==> src/rtl/multicycle_ctrl_if.sv <==
// multicycle_ctrl_if: instruction/data memory handshake bundle
// between the control sequencer and the memory ports.
interface multicycle_ctrl_if;
  logic [31:0] instr;
  logic        imem_req;
  logic        imem_ack;
  logic        dmem_req;
  logic        dmem_we;
  logic        dmem_ack;

  modport master (
    output imem_req,
    output dmem_req,
    output dmem_we,
    input  imem_ack,
    input  dmem_ack,
    input  instr
  );

  modport slave (
    input  imem_req,
    input  dmem_req,
    input  dmem_we,
    output imem_ack,
    output dmem_ack,
    output instr
  );
endinterface

==> src/rtl/multicycle_ctrl.sv <==
// multicycle_ctrl: RV32 multi-cycle control sequencer with
// bus-timeout / illegal-opcode traps and a retired-instruction count.
module multicycle_ctrl #(
  parameter int TIMEOUT = 15,
  parameter int U_EN    = 1,
  parameter int CNT_W   = 32
) (
  input  logic             clk,
  input  logic             rst_n,
  input  logic             run,
  input  logic             trap_clr,
  input  logic             branch_taken,
  multicycle_ctrl_if.master bus,
  output logic             ir_we,
  output logic             pc_we,
  output logic             reg_write,
  output logic [1:0]       pc_src,
  output logic             alu_src,
  output logic             alu_a_pc,
  output logic             mem_to_reg,
  output logic             jump,
  output logic             branch,
  output logic [1:0]       alu_op,
  output logic             busy,
  output logic             trap,
  output logic [1:0]       trap_cause,
  output logic [CNT_W-1:0] instret
);

  typedef enum logic [2:0] {
    S_IDLE, S_FETCH, S_DECODE, S_EXEC,
    S_MEM, S_WB, S_TRAP
  } state_t;

  typedef enum logic [2:0] {
    C_ALU, C_LD, C_ST, C_BR, C_JAL, C_JALR
  } cls_t;

  localparam logic       UEN     = (U_EN != 0);
  localparam logic [7:0] TO_LAST = 8'(TIMEOUT - 1);

  state_t     state;
  state_t     ret_st;
  cls_t       cls;
  logic [7:0] tcnt;

  cls_t       d_cls;
  logic       d_legal;
  logic       d_src;
  logic       d_apc;
  logic       d_m2r;
  logic       d_jump;
  logic       d_br;
  logic [1:0] d_op;

  logic       imem_req;
  logic       dmem_req;
  logic       dmem_we;
  logic       unused_hi;

  assign unused_hi = ^bus.instr[31:7];
  assign ret_st    = run ? S_FETCH : S_IDLE;

  always_comb begin
    d_legal = 1'b1;
    d_cls   = C_ALU;
    d_src   = 1'b0;
    d_apc   = 1'b0;
    d_m2r   = 1'b0;
    d_jump  = 1'b0;
    d_br    = 1'b0;
    d_op    = 2'b00;
    unique case (bus.instr[6:0])
      7'b0110011: d_op = 2'b10;
      7'b0010011: begin
        d_src = 1'b1;
        d_op  = 2'b10;
      end
      7'b0000011: begin
        d_cls = C_LD;
        d_src = 1'b1;
        d_m2r = 1'b1;
      end
      7'b0100011: begin
        d_cls = C_ST;
        d_src = 1'b1;
      end
      7'b1100011: begin
        d_cls = C_BR;
        d_br  = 1'b1;
        d_op  = 2'b01;
      end
      7'b1101111: begin
        d_cls  = C_JAL;
        d_jump = 1'b1;
      end
      7'b1100111: begin
        d_cls  = C_JALR;
        d_jump = 1'b1;
        d_src  = 1'b1;
      end
      7'b0110111: begin
        d_legal = UEN;
        d_src   = 1'b1;
        d_op    = 2'b11;
      end
      7'b0010111: begin
        d_legal = UEN;
        d_src   = 1'b1;
        d_apc   = 1'b1;
      end
      default: d_legal = 1'b0;
    endcase
    // an illegal opcode leaves every decode control cleared
    if (!d_legal) begin
      d_cls  = C_ALU;
      d_src  = 1'b0;
      d_apc  = 1'b0;
      d_m2r  = 1'b0;
      d_jump = 1'b0;
      d_br   = 1'b0;
      d_op   = 2'b00;
    end
  end

  always_ff @(posedge clk or negedge rst_n) begin
    if (!rst_n) begin
      state      <= S_IDLE;
      cls        <= C_ALU;
      tcnt       <= '0;
      trap_cause <= 2'b00;
      instret    <= '0;
      alu_src    <= 1'b0;
      alu_a_pc   <= 1'b0;
      mem_to_reg <= 1'b0;
      jump       <= 1'b0;
      branch     <= 1'b0;
      alu_op     <= 2'b00;
    end else begin
      unique case (state)
        S_IDLE: begin
          if (run) begin
            state <= S_FETCH;
            tcnt  <= '0;
          end
        end
        S_FETCH: begin
          if (bus.imem_ack) begin
            state <= S_DECODE;
          end else if (tcnt == TO_LAST) begin
            state      <= S_TRAP;
            trap_cause <= 2'b01;
          end else begin
            tcnt <= tcnt + 8'd1;
          end
        end
        S_DECODE: begin
          cls        <= d_cls;
          alu_src    <= d_src;
          alu_a_pc   <= d_apc;
          mem_to_reg <= d_m2r;
          jump       <= d_jump;
          branch     <= d_br;
          alu_op     <= d_op;
          if (d_legal) begin
            state <= S_EXEC;
          end else begin
            state      <= S_TRAP;
            trap_cause <= 2'b11;
          end
        end
        S_EXEC: begin
          unique case (cls)
            C_LD, C_ST: begin
              state <= S_MEM;
              tcnt  <= '0;
            end
            C_BR: begin
              state   <= ret_st;
              tcnt    <= '0;
              instret <= instret + CNT_W'(1);
            end
            default: state <= S_WB;
          endcase
        end
        S_MEM: begin
          if (bus.dmem_ack) begin
            if (cls == C_ST) begin
              state   <= ret_st;
              tcnt    <= '0;
              instret <= instret + CNT_W'(1);
            end else begin
              state <= S_WB;
            end
          end else if (tcnt == TO_LAST) begin
            state      <= S_TRAP;
            trap_cause <= 2'b10;
          end else begin
            tcnt <= tcnt + 8'd1;
          end
        end
        S_WB: begin
          state   <= ret_st;
          tcnt    <= '0;
          instret <= instret + CNT_W'(1);
        end
        S_TRAP: begin
          if (trap_clr) begin
            state      <= S_IDLE;
            trap_cause <= 2'b00;
          end
        end
        default: state <= S_IDLE;
      endcase
    end
  end

  // strobes follow the same-cycle acks and branch result
  always_comb begin
    imem_req  = 1'b0;
    dmem_req  = 1'b0;
    dmem_we   = 1'b0;
    ir_we     = 1'b0;
    pc_we     = 1'b0;
    reg_write = 1'b0;
    pc_src    = 2'b00;
    unique case (state)
      S_FETCH: begin
        imem_req = 1'b1;
        ir_we    = bus.imem_ack;
      end
      S_EXEC: begin
        if (cls == C_BR) begin
          pc_we  = 1'b1;
          pc_src = {1'b0, branch_taken};
        end
      end
      S_MEM: begin
        dmem_req = 1'b1;
        dmem_we  = (cls == C_ST);
        pc_we    = bus.dmem_ack && (cls == C_ST);
      end
      S_WB: begin
        reg_write = 1'b1;
        pc_we     = 1'b1;
        unique case (1'b1)
          cls == C_JAL:  pc_src = 2'b01;
          cls == C_JALR: pc_src = 2'b10;
          default:       pc_src = 2'b00;
        endcase
      end
      default: ;
    endcase
  end

  assign bus.imem_req = imem_req;
  assign bus.dmem_req = dmem_req;
  assign bus.dmem_we  = dmem_we;
  assign busy = (state != S_IDLE) && (state != S_TRAP);
  assign trap = (state == S_TRAP);

endmodule

==> src/flat_wrapper.sv <==
// flat-port wrapper written by rule: the top's interface ports become plain ports
module multicycle_ctrl_flat 
#(
  parameter int TIMEOUT = 15,
  parameter int U_EN    = 1,
  parameter int CNT_W   = 32
)
  (clk, rst_n, run, trap_clr, branch_taken, ir_we, pc_we, reg_write, pc_src, alu_src, alu_a_pc, mem_to_reg, jump, branch, alu_op, busy, trap, trap_cause, instret, bus_imem_req, bus_dmem_req, bus_dmem_we, bus_imem_ack, bus_dmem_ack, bus_instr);
  multicycle_ctrl_if bus_i ();
  input  logic clk;
  input  logic rst_n;
  input  logic run;
  input  logic trap_clr;
  input  logic branch_taken;
  output logic ir_we;
  output logic pc_we;
  output logic reg_write;
  output logic [1:0] pc_src;
  output logic alu_src;
  output logic alu_a_pc;
  output logic mem_to_reg;
  output logic jump;
  output logic branch;
  output logic [1:0] alu_op;
  output logic busy;
  output logic trap;
  output logic [1:0] trap_cause;
  output logic [CNT_W-1:0] instret;
  output wire logic [$bits(bus_i.imem_req)-1:0] bus_imem_req;
  output wire logic [$bits(bus_i.dmem_req)-1:0] bus_dmem_req;
  output wire logic [$bits(bus_i.dmem_we)-1:0] bus_dmem_we;
  input wire logic [$bits(bus_i.imem_ack)-1:0] bus_imem_ack;
  input wire logic [$bits(bus_i.dmem_ack)-1:0] bus_dmem_ack;
  input wire logic [$bits(bus_i.instr)-1:0] bus_instr;
  assign bus_imem_req = bus_i.imem_req;
  assign bus_dmem_req = bus_i.dmem_req;
  assign bus_dmem_we = bus_i.dmem_we;
  assign bus_i.imem_ack = bus_imem_ack;
  assign bus_i.dmem_ack = bus_dmem_ack;
  assign bus_i.instr = bus_instr;
  multicycle_ctrl #(.TIMEOUT(TIMEOUT), .U_EN(U_EN), .CNT_W(CNT_W)) u_core (.clk(clk), .rst_n(rst_n), .run(run), .trap_clr(trap_clr), .branch_taken(branch_taken), .bus(bus_i), .ir_we(ir_we), .pc_we(pc_we), .reg_write(reg_write), .pc_src(pc_src), .alu_src(alu_src), .alu_a_pc(alu_a_pc), .mem_to_reg(mem_to_reg), .jump(jump), .branch(branch), .alu_op(alu_op), .busy(busy), .trap(trap), .trap_cause(trap_cause), .instret(instret));
endmodule
==> config.mk <==
export PLATFORM = sky130hd
export DESIGN_NAME = multicycle_ctrl_flat
export DESIGN_NICKNAME = d
export VERILOG_FILES = /design/src/rtl/multicycle_ctrl_if.sv /design/src/rtl/multicycle_ctrl.sv /design/src/flat_wrapper.sv
export SDC_FILE = /design/constraint.sdc
export NUM_CORES = 1
export LEC_CHECK = 0
export BUFFER_PORTS_ARGS = -buffer_cell sky130_fd_sc_hd__buf_2
export CAP_MARGIN = 25
export CORE_MARGIN = 2
export CORE_UTILIZATION = 25
export CTS_CLUSTER_SIZE = 12
export DETAILED_ROUTE_END_ITERATION = 16
export GPL_ROUTABILITY_DRIVEN = 0
export PLACE_DENSITY = 0.45
export SLEW_MARGIN = 15
export SYNTH_ARGS = -nofsm -noshare
export SYNTH_HDL_FRONTEND = slang
export SYNTH_SLANG_ARGS = --single-unit
==> constraint.sdc <==
create_clock -name clk -period 2.39 [get_ports clk]
set_clock_uncertainty 0.1 [all_clocks]
set_input_delay 0.239 -clock clk [delete_from_list [all_inputs] [get_ports clk]]
set_output_delay 0.239 -clock clk [all_outputs]
set_load 0.02 [all_outputs]
# Yosys cells after proc, flatten, opt, wreduce, memory -nomap -nowiden
# Index checks and enable logic that the tools add are counted.
totals:
  reg_bits: 55
  in_bits: 39
  output_inout_bits: 51
op_classes:
  add_sub_neg: 2
  n_eq_ne: 34
  muxes: 53
  n_reduce_logical: 17
op_table:
  columns: ["cell", "count"]
  rows:
  - ["32-bit 2-to-1 mux", 3]
  - ["32-bit one-hot mux with 3 select lines", 1]
  - ["8-bit 2-to-1 mux", 6]
  - ["8-bit one-hot mux with 5 select lines", 1]
  - ["32-bit by 1-bit adder with 32-bit output (second input constant)", 1]
  - ["3-bit 2-to-1 mux", 8]
  - ["7-bit by 6-bit equality test with 1-bit output (second input constant)", 3]
  - ["7-bit equality test (second input constant)", 3]
  - ["3-bit one-hot mux with 7 select lines", 1]
  - ["1-bit 2-to-1 mux", 19]
  - ["3-bit equality test (second input constant)", 5]
  - ["3-bit one-hot mux with 5 select lines", 1]
  - ["7-bit by 5-bit equality test with 1-bit output (second input constant)", 2]
  - ["2-bit 2-to-1 mux", 7]
  - ["2-bit inequality test (second input constant)", 7]
  - ["3-bit by 2-bit equality test with 1-bit output (second input constant)", 4]
  - ["9-bit OR reduction", 1]
  - ["8-bit by 1-bit adder with 8-bit output (second input constant)", 1]
  - ["8-bit by 4-bit equality test with 1-bit output (second input constant)", 1]
  - ["2-bit by 1-bit inequality test with 1-bit output (second input constant)", 4]
  - ["2-bit one-hot mux with 2 select lines", 2]
  - ["2-bit one-hot mux with 4 select lines", 1]
  - ["7-bit by 2-bit equality test with 1-bit output (second input constant)", 1]
  - ["7-bit AND reduction", 1]
  - ["17 further kinds", 22]

# Depth between registers and ports, before layout
logic_depth:
  depth_word: 5
  ltp_mapped: 7
  ltp_nobuf: 6

# Worst setup path after synthesis
# No wires, ideal clock.
synth_path:
  path_kind: "register to register"
  start: "reg u_core.state[2]"
  end: "reg u_core.trap_cause[0]"
  arrival_ps: 1855
  t_required_ps: 2165
  setup_slack_ps: 311
  path_stages_with_launch: 7
  path_buffers: 1
  period_less_slack_ps: 2079
  path_cell_list: "dfrtp_1 -> clkbuf_1 -> nor3b_1 -> nand2_1 -> o21ai_0 -> o211ai_1 -> mux2_2"
synth_between:
  elab_chain_len: 3
synth_lines:
  columns: ["item", "line", "text"]
  rows:
  - ["start, declared", "multicycle_ctrl.sv:42", "state_t state;"]
  - ["start signal, assigned", "multicycle_ctrl.sv:179", "state <= ret_st;"]
  - ["start signal, assigned", "multicycle_ctrl.sv:189", "state <= ret_st;"]
  - ["start signal, assigned", "multicycle_ctrl.sv:203", "state <= ret_st;"]
  - ["3-bit equality test (tied with other cells)", "multicycle_ctrl.sv:140", "unique case (state)"]
  - ["2-bit by 1-bit inequality test with 1-bit output (no source line) (tied with other cells)", null, null]
  - ["7-bit AND reduction (no source line)", null, null]
  - ["end signal, assigned", "multicycle_ctrl.sv:131", "trap_cause <= 2'b00;"]
  - ["end signal, assigned", "multicycle_ctrl.sv:152", "trap_cause <= 2'b01;"]
  - ["end signal, assigned", "multicycle_ctrl.sv:169", "trap_cause <= 2'b11;"]
  - ["end, declared", "multicycle_ctrl.sv:26", "output logic [1:0] trap_cause,"]
# Several ways; a longest one is shown, not always the timed one.
# A chain may end at the register's enable or synchronous reset.

# Worst setup path after layout
layout_path:
  start: "reg u_core.state[1]"
  end: "out pc_src[0]"
layout_between:
  elab_chain_len: 2
layout_lines:
  columns: ["item", "line", "text"]
  rows:
  - ["3-bit equality test or 3-bit by 2-bit equality test with 1-bit output (tied branches)", "multicycle_ctrl.sv:227", "unique case (state)"]
  - ["2-bit one-hot mux with 2 select lines (*)", "multicycle_ctrl.sv:227", null]
  - ["end, declared", "flat_wrapper.sv:18", "output logic [1:0] pc_src;"]
# Mark *: on every way between the ends. The rest lies on a longest branch, timed or not.

==> results.py <==
metrics = {
    "cells_and_area": {
        "area_of_combinational_cells_with_multiple_inputs_um2": 1550,
        "registers.top_by_ff_count": "u_core.instret",
        "largest_registers": "u_core.instret (32), u_core.tcnt (8), u_core.state (3)",
        "reg_area_um2": 1350,
        "finalInstanceArea_um2": 3730,
        "layout_overhead_on_the_synthesized_area_pct": 23.8,
        "fin_util": 0.313,
        "antennaDiodeCount": 0,
        "post_route_cells_drive_above_1_share": 0.259,
        "largest_register_ffs": 32,
        "nFillCells": 1305,
        "finish.net_count": 427,
    },
    "synth": {
        "netlist_instances": 313,
        "seq_area_frac_synth": 0.448,
        "ys_ff_latch": 54,
        "synth.distinct_cells": 54,
        "synth_area_leaders": "sky130_fd_sc_hd__dfrtp_1, sky130_fd_sc_hd__xor2_1, sky130_fd_sc_hd__nor2_1, sky130_fd_sc_hd__xnor2_1, sky130_fd_sc_hd__nand2_1",
        "synth_area_per_cell_um2": 9.63,
        "synth_common_cells": "sky130_fd_sc_hd__dfrtp_1, sky130_fd_sc_hd__nor2_1, sky130_fd_sc_hd__nand2_1, sky130_fd_sc_hd__xor2_1, sky130_fd_sc_hd__inv_1",
        "syn_nets": 355,
        "synth_edf_count": 0,
        "synth_most_common_cell": "sky130_fd_sc_hd__dfrtp_1",
        "yosys.area.top_type": "sky130_fd_sc_hd__dfrtp_1",
        "async_reset_ff_frac": 1.00,
        "synthFlopType": "sky130_fd_sc_hd__dfrtp_1",
        "top_area_cell_type_share_of_the_netlist_area": 0.448,
        "synth_warnings": 0,
        "post_synth_instance_area_um2": 3010,
    },
    "timing": {
        "rsz0062_at_grt": "false",
        "final.min_clock_period_ps": 2250,
        "final_hold_viol_count": 0,
        "timing_max_transition_violations_final": 0,
        "max_fclk_ghz": 0.445,
        "final_period_util": 0.941,
        "report.final.setup_viol": 0,
        "worst_slew_margin_rel": 0.569,
        "tightestPinTransition_ps": 642,
        "fin_setup_tns_ps": 0,
        "final.setup.worst_slack_ps": 141,
    },
    "die": {
        "initial_standard_cell_utilization_of_the_core": 0.253,
        "core_box_area_um2": 11900,
        "rows": 40,
        "design.die.area_um2": 13000,
        "die-height_um": 114,
        "die_w_um": 114,
        "ioPinCount": 90,
    },
    "detailed_routing": {
        "route.antenna.remaining_nets": 0,
        "drc": 0,
        "avgViaCountPerCell": 4.69,
        "total_via_count_after_detailed_routing": 2499,
        "routed_wirelength_mm": 7.49,
        "wire_per_inst_um": 14.1,
        "detail_route.iter0.violations": 72,
        "drt-pass1-iter-count": 4,
    },
    "worst_setup_path": {
        "critical_path.startpoint_type": "register",
        "critical_path.endpoint_type": "output pin",
        "cp_data_arrival_time_ps": 1910,
        "crit-reg2reg-capture": "u_core.instret[26]",
        "crit_path_max_fanout": 11,
        "r2r.worst_path.cells": 6,
        "reg2reg_slack_ps": 290,
        "critical_path.reg2reg.startpoint": "u_core.state[1]",
        "setup.worst_path.start": "u_core.state[1]",
        "criticalPathCategory": "reg2out",
        "worstPathRequired_ps": 2050,
    },
    "hold_path": {
        "hold_end": "u_core.mem_to_reg",
        "hold_start": "bus_instr[4]",
        "timing.hold.worst.class": "in2reg",
        "holdPathStages": 2,
    },
    "pwr": {
        "static_leakage_nw": 1.77,
        "post-layout-total-power_w": 0.00314,
        "vdd_ir_drop_max_mv": 0.386,
        "power-per-cell-area_nw_per_um2": 842,
    },
    "grt": {
        "grt_first_pass_wirelength_mm": 12.7,
        "grt_antenna_before_repair": 0,
        "grt.overflow.total": 0,
        "grt_pass1_vias": 2511,
        "pin_count_of_the_biggest_net_entering_global_routing": 34,
        "grt.total_usage": 0.121,
    },
    "status": {
        "run_status": "complete, no violations",
    },
    "clocking": {
        "ctsRootBufferMaster": "sky130_fd_sc_hd__clkbuf_16",
        "clk_pin_slew_ps": 70,
        "cts_tree": "built",
        "cts_inserted_buffers": 5,
        "clk_path_buf_depth": 2,
        "cts.repair_timing.setup_buffer_count": 0,
        "worstSkewPairLatency_ps": 290,
        "clkSinkCount": 54,
        "htree_levels": 2,
    },
    "placed_design": {
        "numPortBuffers": 64,
        "placement_stage_worst_setup_slack_ps": 271,
        "hpwl_mm": 5.59,
        "post_dp_cell_area_um2": 3550,
    },
    "flow_run": {
        "drv_cap": 0,
    },
}
-- metrics by stage --
| stage | instances | hold WS, ps |
|---|---|---|
| after floorplan | 313 | -157 |
| after global placement | 524 | 159 |
| after detailed placement | 524 | 165 |
| after CTS | 533 | 110 |
| after global routing | 533 | 119 |
| final | 533 | 115 |
-- report_power, final --
part	switching, W	internal (W)
Sequential	0.000150	0.00102
Combinational	0.000660	0.000471
Clock	0.000345	0.000496
Total	0.00115	0.00199
-- cell usage in the layout (no fill, tap or decap), drive strengths merged, types with 8 or more instances in the layout --
master	synthesis	layout
dfrtp	54	54
nand3	15	15
xnor2	11	11
xor2	20	20
nor4	8	8
nor2	29	29
nor3	13	13
o21ai	18	18
nand2	24	24
inv	17	17
nand2b	9	9
buf	5	74
-- kinds of logic (layout without fill, tap and decap cells) --
logic type                 count (synthesis)  after routing  synth area share
AOI/OAI and AO/OA                         56             56             0.142
xor gates and xnor gates                  31             31            0.0901
adders and majority gates                  3              3            0.0125
buffers and inverters                     27            100            0.0386
DFF                                       54             54             0.448
muxes                                      3              3            0.0112
and+or+nand+nor                          139            139             0.257
-- cell type report --
cell class	count	share of cell area
clock buffers	6	0.0345
clock inverters	2	0.0101
inverters	17	0.0171
multi-input cells	232	0.415
flip-flops and latches	54	0.362
well taps	147	0.0493
repair buffers	75	0.112
-- critical path, cell delays in order, from the launching register on --
cell	delay, ps
sky130_fd_sc_hd__dfrtp_1	510
sky130_fd_sc_hd__and2b_1	260
sky130_fd_sc_hd__and2_2	250
sky130_fd_sc_hd__buf_4	150
sky130_fd_sc_hd__nand3b_1	80
sky130_fd_sc_hd__o21ai_0	180
sky130_fd_sc_hd__buf_2	190
-- timing repair --
item                                    4_1_cts  5_1_grt
hold endpoints to repair                     21        0
endpoints found under the setup margin        1        0
resized for setup                             1        0
hold buffers                                  1        0
-- metal layers --
| layer | track usage | vias to the layer above | part of all wire |
|---|---|---|---|
| met1 | 0.161 | 1193 | 0.46 |
| li1 | - | 1250 | - |
| met2 | 0.204 | 51 | 0.48 |
| met4 | 0.0244 | 0 | 0.0097 |
| met5 | 0 | - | 0 |
| met3 | 0.0276 | 5 | 0.053 |
-- worst max path at each step --
stage | depth (start not counted) | slack [ps] | end
6_report | 6 | 140 | pc_src[0]
5_1_grt | 6 | 2 | pc_src[0]
2_1_floorplan | 6 | 310 | u_core.trap_cause[0]
3_3_place_gp | 5 | 280 | u_core.tcnt[4]
4_1_cts | 6 | 90 | pc_src[0]
3_5_place_dp | 6 | 270 | u_core.instret[28]
(Power assumes the default switching activity.)
